File: config.mk
export PLATFORM = sky130hd
export DESIGN_NAME = mru_key_player_flat
export DESIGN_NICKNAME = d
export VERILOG_FILES = /design/src/rtl/mru_key_if.sv /design/src/rtl/mru_key_player.sv /design/src/flat_wrapper.sv
export SDC_FILE = /design/constraint.sdc
export NUM_CORES = 1
export LEC_CHECK = 0
export BUFFER_PORTS_ARGS = -buffer_cell sky130_fd_sc_hd__buf_2
export CAP_MARGIN = 20
export CORE_MARGIN = 2
export CORE_UTILIZATION = 40
export CTS_CLUSTER_DIAMETER = 50
export DETAILED_ROUTE_END_ITERATION = 10
export MAX_ROUTING_LAYER = met4
export SLEW_MARGIN = 5
export SYNTH_ARGS = -nofsm -noshare
export SYNTH_HDL_FRONTEND = slang
export SYNTH_SLANG_ARGS = --single-unit
File: constraint.sdc
create_clock -name clk -period 7.56 [get_ports clk]
set_input_delay 1.134 -clock clk [delete_from_list [all_inputs] [get_ports clk]]
set_output_delay 1.134 -clock clk [all_outputs]
set_load 0.01 [all_outputs]
File: src/rtl/mru_key_if.sv
// Command port of the MRU key player: one command code per valid/ready transfer.
//   cmd_valid  initiator -> player  command present on cmd_key
//   cmd_key    initiator -> player  0..4 = b1..b5, 5 = all five, 6..7 = illegal
//   cmd_ready  player -> initiator  command buffer can accept
interface mru_key_if;
  logic       cmd_valid;
  logic [2:0] cmd_key;
  logic       cmd_ready;

  modport master (output cmd_valid, output cmd_key, input cmd_ready);
  modport slave  (input cmd_valid, input cmd_key, output cmd_ready);
endinterface

File: src/rtl/mru_key_player.sv
// Turns queued key commands into timed presses on b1..b5.
// Each press is held HOLD_CYCLES cycles, followed by GAP_CYCLES cycles with
// every key released. Commands are buffered in a FIFO_DEPTH-entry FIFO.
//   clk        rising-edge clock
//   rst        synchronous reset, active-low
//   cmd        command port (slave side of mru_key_if)
//   b1..b5     key outputs, one-hot (or all high for code 5)
//   busy       pressing, in the gap, or commands still queued
//   cmd_err    one-cycle pulse after an illegal code is consumed
//   press_cnt  completed presses, wraps at 255
module mru_key_player #(
  parameter int unsigned HOLD_CYCLES = 4,
  parameter int unsigned GAP_CYCLES  = 2,
  parameter int unsigned FIFO_DEPTH  = 4
) (
  input  logic       clk,
  input  logic       rst,
  mru_key_if.slave   cmd,
  output logic       b1,
  output logic       b2,
  output logic       b3,
  output logic       b4,
  output logic       b5,
  output logic       busy,
  output logic       cmd_err,
  output logic [7:0] press_cnt
);

  localparam int unsigned PTR_W     = $clog2(FIFO_DEPTH);
  localparam int unsigned CNT_W     = PTR_W + 1;
  localparam int unsigned MAX_CYC   = (HOLD_CYCLES > GAP_CYCLES) ? HOLD_CYCLES : GAP_CYCLES;
  localparam int unsigned TMR_W     = (MAX_CYC > 1) ? $clog2(MAX_CYC) : 1;
  localparam int unsigned HOLD_LOAD = (HOLD_CYCLES > 0) ? HOLD_CYCLES - 1 : 0;
  localparam int unsigned GAP_LOAD  = (GAP_CYCLES > 0) ? GAP_CYCLES - 1 : 0;

  typedef enum logic [1:0] {
    IDLE  = 2'd0,
    PRESS = 2'd1,
    GAP   = 2'd2
  } state_t;

  state_t             state_q, state_d;
  logic [TMR_W-1:0]   timer_q, timer_d;
  logic [4:0]         keys_q, keys_d;
  logic [7:0]         press_cnt_q, press_cnt_d;
  logic               busy_q, busy_d;
  logic               err_q, err_d;
  logic               ready_q, ready_d;
  logic [CNT_W-1:0]   count_q, count_d;
  logic [PTR_W-1:0]   rd_ptr_q, wr_ptr_q;
  logic [2:0]         mem [FIFO_DEPTH];

  logic               push;
  logic               legal;
  logic               wr_en;
  logic               pop;
  logic               not_empty;
  logic [2:0]         head;

  // Code 5 presses every key; 0..4 select b1..b5 (b1 is the MSB of keys).
  function automatic logic [4:0] decode(input logic [2:0] code);
    if (code == 3'd5) return 5'b11111;
    return 5'b10000 >> code;
  endfunction

  assign push      = cmd.cmd_valid & ready_q;
  assign legal     = (cmd.cmd_key <= 3'd5);
  assign wr_en     = push & legal;
  assign not_empty = (count_q != '0);
  assign head      = mem[rd_ptr_q];

  // Press sequencer: next state, timer, key image and press counter.
  always_comb begin
    state_d     = state_q;
    timer_d     = timer_q;
    keys_d      = keys_q;
    press_cnt_d = press_cnt_q;
    pop         = 1'b0;
    case (state_q)
      IDLE: begin
        if (not_empty) begin
          pop     = 1'b1;
          keys_d  = decode(head);
          timer_d = TMR_W'(HOLD_LOAD);
          state_d = PRESS;
        end
      end
      PRESS: begin
        if (timer_q == '0) begin
          keys_d      = 5'b00000;
          press_cnt_d = press_cnt_q + 8'd1;
          if (GAP_CYCLES != 0) begin
            timer_d = TMR_W'(GAP_LOAD);
            state_d = GAP;
          end else if (not_empty) begin
            // No gap configured: the next press follows without a released cycle.
            pop     = 1'b1;
            keys_d  = decode(head);
            timer_d = TMR_W'(HOLD_LOAD);
            state_d = PRESS;
          end else begin
            state_d = IDLE;
          end
        end else begin
          timer_d = timer_q - TMR_W'(1);
        end
      end
      GAP: begin
        if (timer_q == '0) begin
          if (not_empty) begin
            pop     = 1'b1;
            keys_d  = decode(head);
            timer_d = TMR_W'(HOLD_LOAD);
            state_d = PRESS;
          end else begin
            state_d = IDLE;
          end
        end else begin
          timer_d = timer_q - TMR_W'(1);
        end
      end
      default: begin
        keys_d  = 5'b00000;
        state_d = IDLE;
      end
    endcase
  end

  // FIFO occupancy and the registered status flags derived from it.
  always_comb begin
    count_d = count_q + CNT_W'(wr_en) - CNT_W'(pop);
    ready_d = (count_d != CNT_W'(FIFO_DEPTH));
    busy_d  = (state_d != IDLE) || (count_d != '0);
    err_d   = push & ~legal;
  end

  always_ff @(posedge clk) begin
    if (!rst) begin
      state_q     <= IDLE;
      timer_q     <= '0;
      keys_q      <= 5'b00000;
      press_cnt_q <= 8'd0;
      busy_q      <= 1'b0;
      err_q       <= 1'b0;
      ready_q     <= 1'b0;
      count_q     <= '0;
      rd_ptr_q    <= '0;
      wr_ptr_q    <= '0;
    end else begin
      state_q     <= state_d;
      timer_q     <= timer_d;
      keys_q      <= keys_d;
      press_cnt_q <= press_cnt_d;
      busy_q      <= busy_d;
      err_q       <= err_d;
      ready_q     <= ready_d;
      count_q     <= count_d;
      if (pop)   rd_ptr_q <= rd_ptr_q + PTR_W'(1);
      if (wr_en) wr_ptr_q <= wr_ptr_q + PTR_W'(1);
    end
  end

  // Storage needs no reset: only entries written since reset are ever read.
  always_ff @(posedge clk) begin
    if (rst && wr_en) mem[wr_ptr_q] <= cmd.cmd_key;
  end

  assign cmd.cmd_ready = ready_q;
  assign b1        = keys_q[4];
  assign b2        = keys_q[3];
  assign b3        = keys_q[2];
  assign b4        = keys_q[1];
  assign b5        = keys_q[0];
  assign busy      = busy_q;
  assign cmd_err   = err_q;
  assign press_cnt = press_cnt_q;

endmodule

File: src/flat_wrapper.sv
// flat-port wrapper written by rule: the top's interface ports become plain ports
module mru_key_player_flat 
#(
  parameter int unsigned HOLD_CYCLES = 4,
  parameter int unsigned GAP_CYCLES  = 2,
  parameter int unsigned FIFO_DEPTH  = 4
)
  (clk, rst, b1, b2, b3, b4, b5, busy, cmd_err, press_cnt, cmd_cmd_valid, cmd_cmd_key, cmd_cmd_ready);
  mru_key_if cmd_i ();
  input  logic clk;
  input  logic rst;
  output logic b1;
  output logic b2;
  output logic b3;
  output logic b4;
  output logic b5;
  output logic busy;
  output logic cmd_err;
  output logic [7:0] press_cnt;
  input wire logic [$bits(cmd_i.cmd_valid)-1:0] cmd_cmd_valid;
  input wire logic [$bits(cmd_i.cmd_key)-1:0] cmd_cmd_key;
  output wire logic [$bits(cmd_i.cmd_ready)-1:0] cmd_cmd_ready;
  assign cmd_i.cmd_valid = cmd_cmd_valid;
  assign cmd_i.cmd_key = cmd_cmd_key;
  assign cmd_cmd_ready = cmd_i.cmd_ready;
  mru_key_player #(.HOLD_CYCLES(HOLD_CYCLES), .GAP_CYCLES(GAP_CYCLES), .FIFO_DEPTH(FIFO_DEPTH)) u_core (.clk(clk), .rst(rst), .cmd(cmd_i), .b1(b1), .b2(b2), .b3(b3), .b4(b4), .b5(b5), .busy(busy), .cmd_err(cmd_err), .press_cnt(press_cnt));
endmodule
Word level (Yosys, flattened, before mapping) --
Memories as Yosys holds them, arrays and structs flattened. A register that Yosys moved wholly into a read port is not among the register bits. Cells that the tools add are included.
Word-level totals: register bits after elaboration 27, RAM bits 12, input bits 6, output and inout bits 16, word-level logic and storage cells 70, memories kept 1
Memory list:
- u_core.mem | depth 4, width 3, read ports 1, clocked after memory_dff 1, write ports 1, line mru_key_player.sv:51 | logic [2:0] mem [FIFO_DEPTH];
Cells by class: add/sub/neg operators 6, $lt $le $gt $ge 1, equality and inequality tests 8, shift-type cells 1, muxes and demuxes 29, bitwise operators 4, reduce and logical (&&, ||, !) cells 10
Operators with widths (number):
- $mux 5 | 7
- $mux 2 | 8
- $pmux 5 s3 | 1
- $pmux 2 s3 | 2
- $mux 1 | 10
- $reduce_bool 3->1 | 3
- $add 8x1->8 const B | 1
- $ne 2x1->1 const B | 4
- $shr 5x3->5 const A | 1
- $add 2x1->2 const B | 2
- $logic_not 2->1 | 2
- $reduce_and 4->1 | 1
- $add 3x1->3 | 1
- $and 1x1->1 | 3
- $eq 3x3->1 const B | 1
- $le 3x3->1 const B | 1
- $ne 3x3->1 const B | 1
- $sub 3x1->3 | 1
- $eq 2x1->1 const B | 1
- $eq 2x2->1 const B | 1
- $pmux 1 s2 | 1
- $reduce_and 2->1 | 1
- $reduce_bool 2->1 | 1
- $sub 2x1->2 const B | 1
- 3 further kinds | 3

Logic depth before layout (Yosys ltp) --
Gate-level depths: netlist (run 1).
depth after elaboration 9, depth in mapped cells 12, gate-level depth less buffers 12

Least setup slack after synthesis (run 1) --
No wires, ideal clock.
path type register to register, start register u_core.state_q[0], end register u_core.busy_q (netlist: u_core.busy), library setup time 0.120 ns, arrival 2.683 ns, data required time 7.440 ns, setup slack 4.758 ns, stages on the path, launching flop included 13, path buffers 0, clock period less this slack 2.802 ns, cell sequence dfxtp_1 -> inv_1 -> ha_1 -> nor3b_1 -> o21a_1 -> ha_1 -> inv_1 -> ha_1 -> fa_1 -> xnor2_1 -> xnor2_1 -> nand2_1 -> o31a_1
On the way: word-level cells in the longest chain between the ends 5, elaborated cells between the ends (all ways) 12, those cells by class add/sub: 1; eq/ne: 2; mux: 5; reduce/logical: 4
RTL lines:
- from (decl) | line mru_key_player.sv:42 | state_t state_q, state_d;
- from (signal assigned) | line mru_key_player.sv:150 | state_q <= state_d;
- $eq 2x2->1 / $logic_not 2->1 (equally long branches) | line mru_key_player.sv:79 | case (state_q)
- $pmux 1 s2 (*) | line mru_key_player.sv:79
- net u_core.pop | line mru_key_player.sv:56 | logic pop;
- $sub 3x1->3 (*) | line mru_key_player.sv:131 | count_d = count_q + CNT_W'(wr_en) - CNT_W'(pop);
- $reduce_bool 3->1 (*) | line mru_key_player.sv:133 | busy_d = (state_d != IDLE) || (count_d != '0);
- $logic_or 1x1->1 (*) | line mru_key_player.sv:133
- to (signal assigned) | line mru_key_player.sv:154 | busy_q <= busy_d;
- to (decl) | line mru_key_player.sv:46 | logic busy_q, busy_d;
Mark *: on every way through the listed nets, which the timed path passes. The rest lies on a longest branch. A chain may end at the register's enable or synchronous reset.

Worst setup path after layout (run 1) --
Same ends and word-level chain as after synthesis.

==> results of run 1 <==
[routing by layer]
layer  global-route usage  up-vias  share of wire
li1                     -      649              -
met1               0.1659      608           0.47
met2               0.2212       24           0.47
met3              0.03750        7          0.040
met4              0.04938        0          0.016
met5                    -        -              0
[layout make-up]
cell class / count / area, um^2 / area share
Clock inverter: 1 / 30.03 / 0.01401
Tap cell: 52 / 65.06 / 0.03036
Clock buffer: 7 / 86.33 / 0.04028
Sequential cell: 41 / 940.9 / 0.4390
Timing Repair Buffer: 21 / 105.1 / 0.04904
Inverter: 9 / 33.78 / 0.01576
Multi-Input combinational cell: 118 / 882.1 / 0.4116
[worst max path at each step]
stage	start	end	slack, ns	cells after the start
global route	u_core.state_q[0]	u_core.busy	4.33	12
finish	u_core.state_q[0]	u_core.busy	4.51	12
global placement	cmd_cmd_valid	u_core.busy	4.58	8
detailed placement	cmd_cmd_valid	u_core.busy	4.50	8
CTS	u_core.state_q[0]	u_core.busy	4.52	12
floorplan	u_core.state_q[0]	u_core.busy	4.76	12
[cell usage after synthesis (all sizes together) (2+ instances only)]
master and n:
a31oi 2, a21oi 2, nand4 2, and3 5
clkbuf 4, inv 9, xor2 7, and2 4
o21ai 6, ha 12, dfxtp 29, nand3 3
nand2 9, a22oi 4, nor3 4, xnor2 7
mux4 3, edfxtp 12, nor3b 3, nor2 27
mux2i 2
[cells by family after synthesis]
logic type / after synthesis / share of synthesized area
fa+ha+maj: 13 / 0.09060
flops: 41 / 0.5010
compound gates: 22 / 0.08129
mux: 5 / 0.04663
buf+inv: 14 / 0.02931
simple gates: 64 / 0.1859
xor+xnor: 14 / 0.06529
[worst max-delay path, stage by stage, from the launching register on]
cell	delay [ns]
dfxtp_1	0.44
inv_1	0.10
ha_1	0.30
nor3b_1	0.19
o21a_1	0.23
ha_1	0.28
inv_1	0.04
ha_1	0.21
fa_1	0.41
xnor2_1	0.15
xnor2_1	0.23
nand2_1	0.08
o31a_1	0.29
[sequential cells by signal, indices dropped and copies added, names as in the netlist, named ones only]
signal / cells
u_core.rd_ptr_q: 2
u_core.press_cnt: 8
u_core.cmd.cmd_ready: 1
u_core.keys_q: 5
u_core.busy: 1
u_core.state_q: 2
u_core.cmd_err: 1
u_core.count_q: 3
u_core.timer_q: 2
u_core.wr_ptr_q: 2
u_core.mem: 12
[power by group]
group | switching (mW) | total, mW | leakage, nW | internal (mW)
Combinational | 0.167 | 0.308 | 0.468 | 0.140
Sequential | 0.0431 | 0.313 | 0.346 | 0.270
Clock | 0.0718 | 0.179 | 0.0585 | 0.108
==> metrics.txt, run 1 <==
status completed; PortBufs 21; synthesis-stage register bit count 41; startpoint types register; core footprint 4444 um^2; HPWL Detailed 2449 um; Worst VDD drop 192.3 uV; Worst-path clk slew 0.07 ns; Worst-Margin Slew 0.7035 ns; WHS Endpoint u_core.cmd_err; pre-CTS setup slack 4.505 ns; final setup TNS 0 ns; commonest non-fill, non-tap cell in the layout dfxtp_1; Area contributors post-synth dfxtp_1, edfxtp_1, ha_1; DRT Pass-1 Iters 4; Die Span Y 72.52 um; average size of a mapped cell 10.86 um^2; Ports 22; most frequent cells in the layout dfxtp_1, nor2_1, buf_2; setup violators final 0; R2R cell count 12; clock sinks 41; Final Hold Fails 0; non-filler cells, final 249; Slew Limit Headroom 0.5305; FFs w/ async S/R, synth 0; Die Area 5259 um^2; Yosys top cell area share 0.3091; Synth Flop Type dfxtp_1; drt initial violations 45; reg2reg end u_core.busy; GRT overflow 0; worst hold-check path type reg -> reg; initial antenna violation count 0; vias post-DR 1,288; Routed Antenna Nets 0; Tcrit/Tclk final 0.4028; reg-to-reg startpoint u_core.state_q[0]; worst endpoint data arrival time 3.22 ns; Post-synth EDFFs 12; Placed Area 2027 um^2; Worst-Skew Late Latency 0.29 ns; post-synth top area cell dfxtp_1; Syn Nets 192; pins over their slew limit 0; # fillers 422; GPL Wtd Cong 0.8980; kind of critical path reg -> reg; sequential share of the synthesized area 0.5010; Yosys cell types 44; worst hold stages 2; NumNets Final 215; drt drc 0; CTS Hold Bufs 0; Root Buffer clkbuf_8; CP max FO 7; RSZ-0062 raised after global routing no; max_cap viols 0; startpoint of the lowest-slack hold path u_core.cmd.cmd_ready; H-Tree Level Count 2; CTS Buf Count 5; clk buf depth 2; cts repair resizes 0; WP data required 7.74 ns; Post-CTS Setup Inserts 0; cells after synthesis 173; FP Rows 24; total power 800.0 uW; post-layout min period 3.045 ns; WL per Instance 13.29 um; fin area 2143 um^2; share of layout cells above drive strength 1 0.1980; skew final 0.006175 ns; ANT cells 0; final worst slack 4.515 ns; CTS tree built; starting density of the core 0.4226; Die W 72.52 um; Syn-to-layout area delta 14.12%; final WL 3309 um; first-pass GRT wire length 5457 um; FF-to-FF setup slack 4.51 ns; number of global-route vias before repair 1,213; yosys warns 0; largest net degree at the start of global routing 23; Pwr per Cell Area 373.3 nW/um^2; Cells after DPL 241; Worst Hold Slack 0.4903 ns; CP Capture Type register; Final Util 0.4823; Cell Area, Synth 1878 um^2; vias per cell 5.173; Leak 0.8716 nW; fmax 328.4 MHz; All-Layer GR Usage 0.1376
Power figures use the tool's default switching activity.
==> run 2: changes to the inputs <==
- ABC_AREA: default -> 1
- clock period: 7.56 -> 3.1 ns (I/O delays scaled with it)
==> metrics.txt, run 2 <==
status completed; pre-CTS setup slack 0.1611 ns (-4.344 ns); drt drc 0 (unchanged); M1 WL 1795 um (+16%); commonest non-fill, non-tap cell in the layout nand2_1; Root Buffer clkbuf_8; number of global-route vias before repair 1,441 (+19%); Slew Limit Headroom 0.6781 (+0.1477); total power 2.094 mW (+160%); PortBufs 21 (unchanged); cells after synthesis 260 (+50%); Area contributors post-synth dfxtp_1, edfxtp_1, nand2_1; startpoint types register; starting density of the core 0.4104 (-0.01216); Critical Path, Cell by Cell inv_1, ha_1, nor2_4, a21oi_1, nand2_1, inv_1, ha_1, inv_1, ha_1, fa_1, xor2_1, xor2_1, nor2_1, nand2_1, nand2_1, nand2_1; Worst-Skew Late Latency 0.29 ns (about the same); Worst-Margin Slew 0.4822 ns (-0.2213 ns); Cells after DPL 348 (+44%); drt initial violations 56 (+24%); metal2 WL 1615 um (+2.9%); All-Layer GR Usage 0.1370 (-0.0006163); non-filler cells, final 356 (+43%); post-layout min period 2.800 ns (-0.2447 ns); XOR/XNOR Fraction of Synth Area 0.01693 (-0.04836); FFs w/ async S/R, synth 0 (unchanged); GPL Wtd Cong 0.8314 (-7.4%); Post-synth top cells nand2_1, inv_1, dfxtp_1; final WL 3573 um (+8.0%); WL per Instance 10.04 um (-24%); WP data required 3.33 ns (-4.41 ns); NumNets Final 304 (+41%); largest family of logic cells by synthesized area simple AND/OR/NAND/NOR gates; setup violators final 0 (unchanged); Max Used Layer met4; core footprint 5042 um^2 (+13%); worst endpoint data arrival time 3.03 ns (-0.19 ns); vias per cell 4.514 (-13%); Tcrit/Tclk final 0.9033 (+0.5005); slowest CP cell fa_1; Leak 1.118 nW (+28%); Ports 22 (unchanged); FP Rows 26 (+8.3%); Syn-to-layout area delta 14.15% (about the same); post-synthesis adder-cell area fraction 0.08222 (-0.008381); skew final 0.005900 ns (-0.0002744 ns); Pwr per Cell Area 886.5 nW/um^2 (+140%); sequential share of the synthesized area 0.4547 (-0.04634); fmax 357.1 MHz (+8.7%); fin area 2362 um^2 (+10%); DRT Pass-1 Iters 4 (unchanged); Final Hold Fails 0 (unchanged); Post-synth EDFFs 12 (unchanged); most flop-heavy register u_core.mem; clk buf depth 2 (unchanged); Cell Area, Synth 2069 um^2 (+10%); max reg flops 12 (unchanged); clock sinks 41 (unchanged); Worst-path clk slew 0.08 ns (about the same); CTS Hold Bufs 0 (unchanged); H-Tree Level Count 2 (unchanged); Synth Flop Type dfxtp_1; first-pass GRT wire length 6265 um (+15%); ANT cells 0 (unchanged); GRT overflow 0 (unchanged); CTS Buf Count 5 (unchanged); Final Util 0.4685 (-0.01378); Worst Hold Slack 0.3917 ns (-0.09856 ns); share of layout cells above drive strength 1 0.1503 (-0.04762); Yosys cell types 30 (-32%); CTS tree built; average size of a mapped cell 7.960 um^2 (-27%); Synth Area in Compound Gates 0.1010 (+0.01969); synthesis-stage register bit count 41 (unchanged); Routed Antenna Nets 0 (unchanged); Placed Area 2247 um^2 (+11%); initial antenna violation count 0 (unchanged); vias post-DR 1,607 (+25%); final worst slack 0.2997 ns (-4.215 ns); crit-path max cell delay 0.41 ns (-0.03 ns); Die Span Y 75.93 um (+4.7%); count leader, synth nand2_1; CP max FO 5 (-2); final setup TNS 0 ns (unchanged); Syn Nets 279 (+45%); kind of critical path reg -> reg; Synth Area in Simple Gates 0.2533 (+0.06745); Yosys top cell area share 0.2805 (-0.02860); largest net degree at the start of global routing 16 (-30%); RSZ-0062 raised after global routing no; met3 wire length 137 um (+4.6%); pins over their slew limit 0 (unchanged); Die Area 5765 um^2 (+9.6%); max_cap viols 0 (unchanged); Die W 75.93 um (+4.7%); post-synth top area cell dfxtp_1; most frequent cells in the layout nand2_1, inv_1, dfxtp_1; HPWL Detailed 2713 um (+11%); CP most frequent cell nand2_1; worst hold-check path type in -> reg; yosys warns 0 (unchanged); mux cell area share after synthesis 0 (-0.04664); CP Capture Type register; Worst VDD drop 519.6 uV (+170%)
-- run 2: cell families after synthesis --
kind of cell,after synthesis
AOI/OAI and AO/OA,38
xor gates and xnor gates,4
adders and majority gates,13
buffers and inverters,49
DFF,41
and+or+nand+nor,115
-- run 2: routing by layer --
metal,up-vias,track usage
met2,31,0.2063
met3,2,0.03571
met1,709,0.1813
met4,0,0.04364
li1,865,-
met5,-,-
-- run 2: final timing paths --
kind                     startpoint               end  slack (ns)  cells past startpoint
setup / recovery  u_core.state_q[0]       u_core.busy        0.30                     16
hold / removal       cmd_cmd_key[0]  u_core.mem[3][0]        0.39                      1
setup reg to reg  u_core.state_q[0]       u_core.busy        0.30                     16
hold reg to reg    u_core.keys_q[0]  u_core.keys_q[0]        0.46                      2
-- run 2: area by class of cell --
class                           count  area [um^2]
Sequential cell                    41        942.2
Clock inverter                      2        33.78
Timing Repair Buffer               21        105.1
Fill cell                         490         2680
Multi-Input combinational cell    170        945.9
Inverter                           46        175.2
Clock buffer                        6        72.57
Tap cell                           70        87.58
-- run 2: worst max-delay path, delay by kind of cell (launching register included) --
kind	cells	cell delay (ns)
DFF	1	0.37
xor gates and xnor gates	2	0.43
buffers and inverters	3	0.18
and+or+nand+nor	6	0.53
adders and majority gates	4	1.20
AOI/OAI and AO/OA	1	0.05
-- run 2: where the power goes --
group          switching [mW]  total [mW]  internal [mW]
Combinational           0.580       0.922          0.342
Sequential             0.0884       0.758          0.669
Clock                   0.177       0.415          0.238
Total                   0.845        2.09           1.25
-- run 2: what timing repair did --
action	4_1_cts	5_1_grt
setup endpoints to repair	0	3
endpoints found under the hold margin	0	0
setup buffers	0	0
resized for setup	0	3
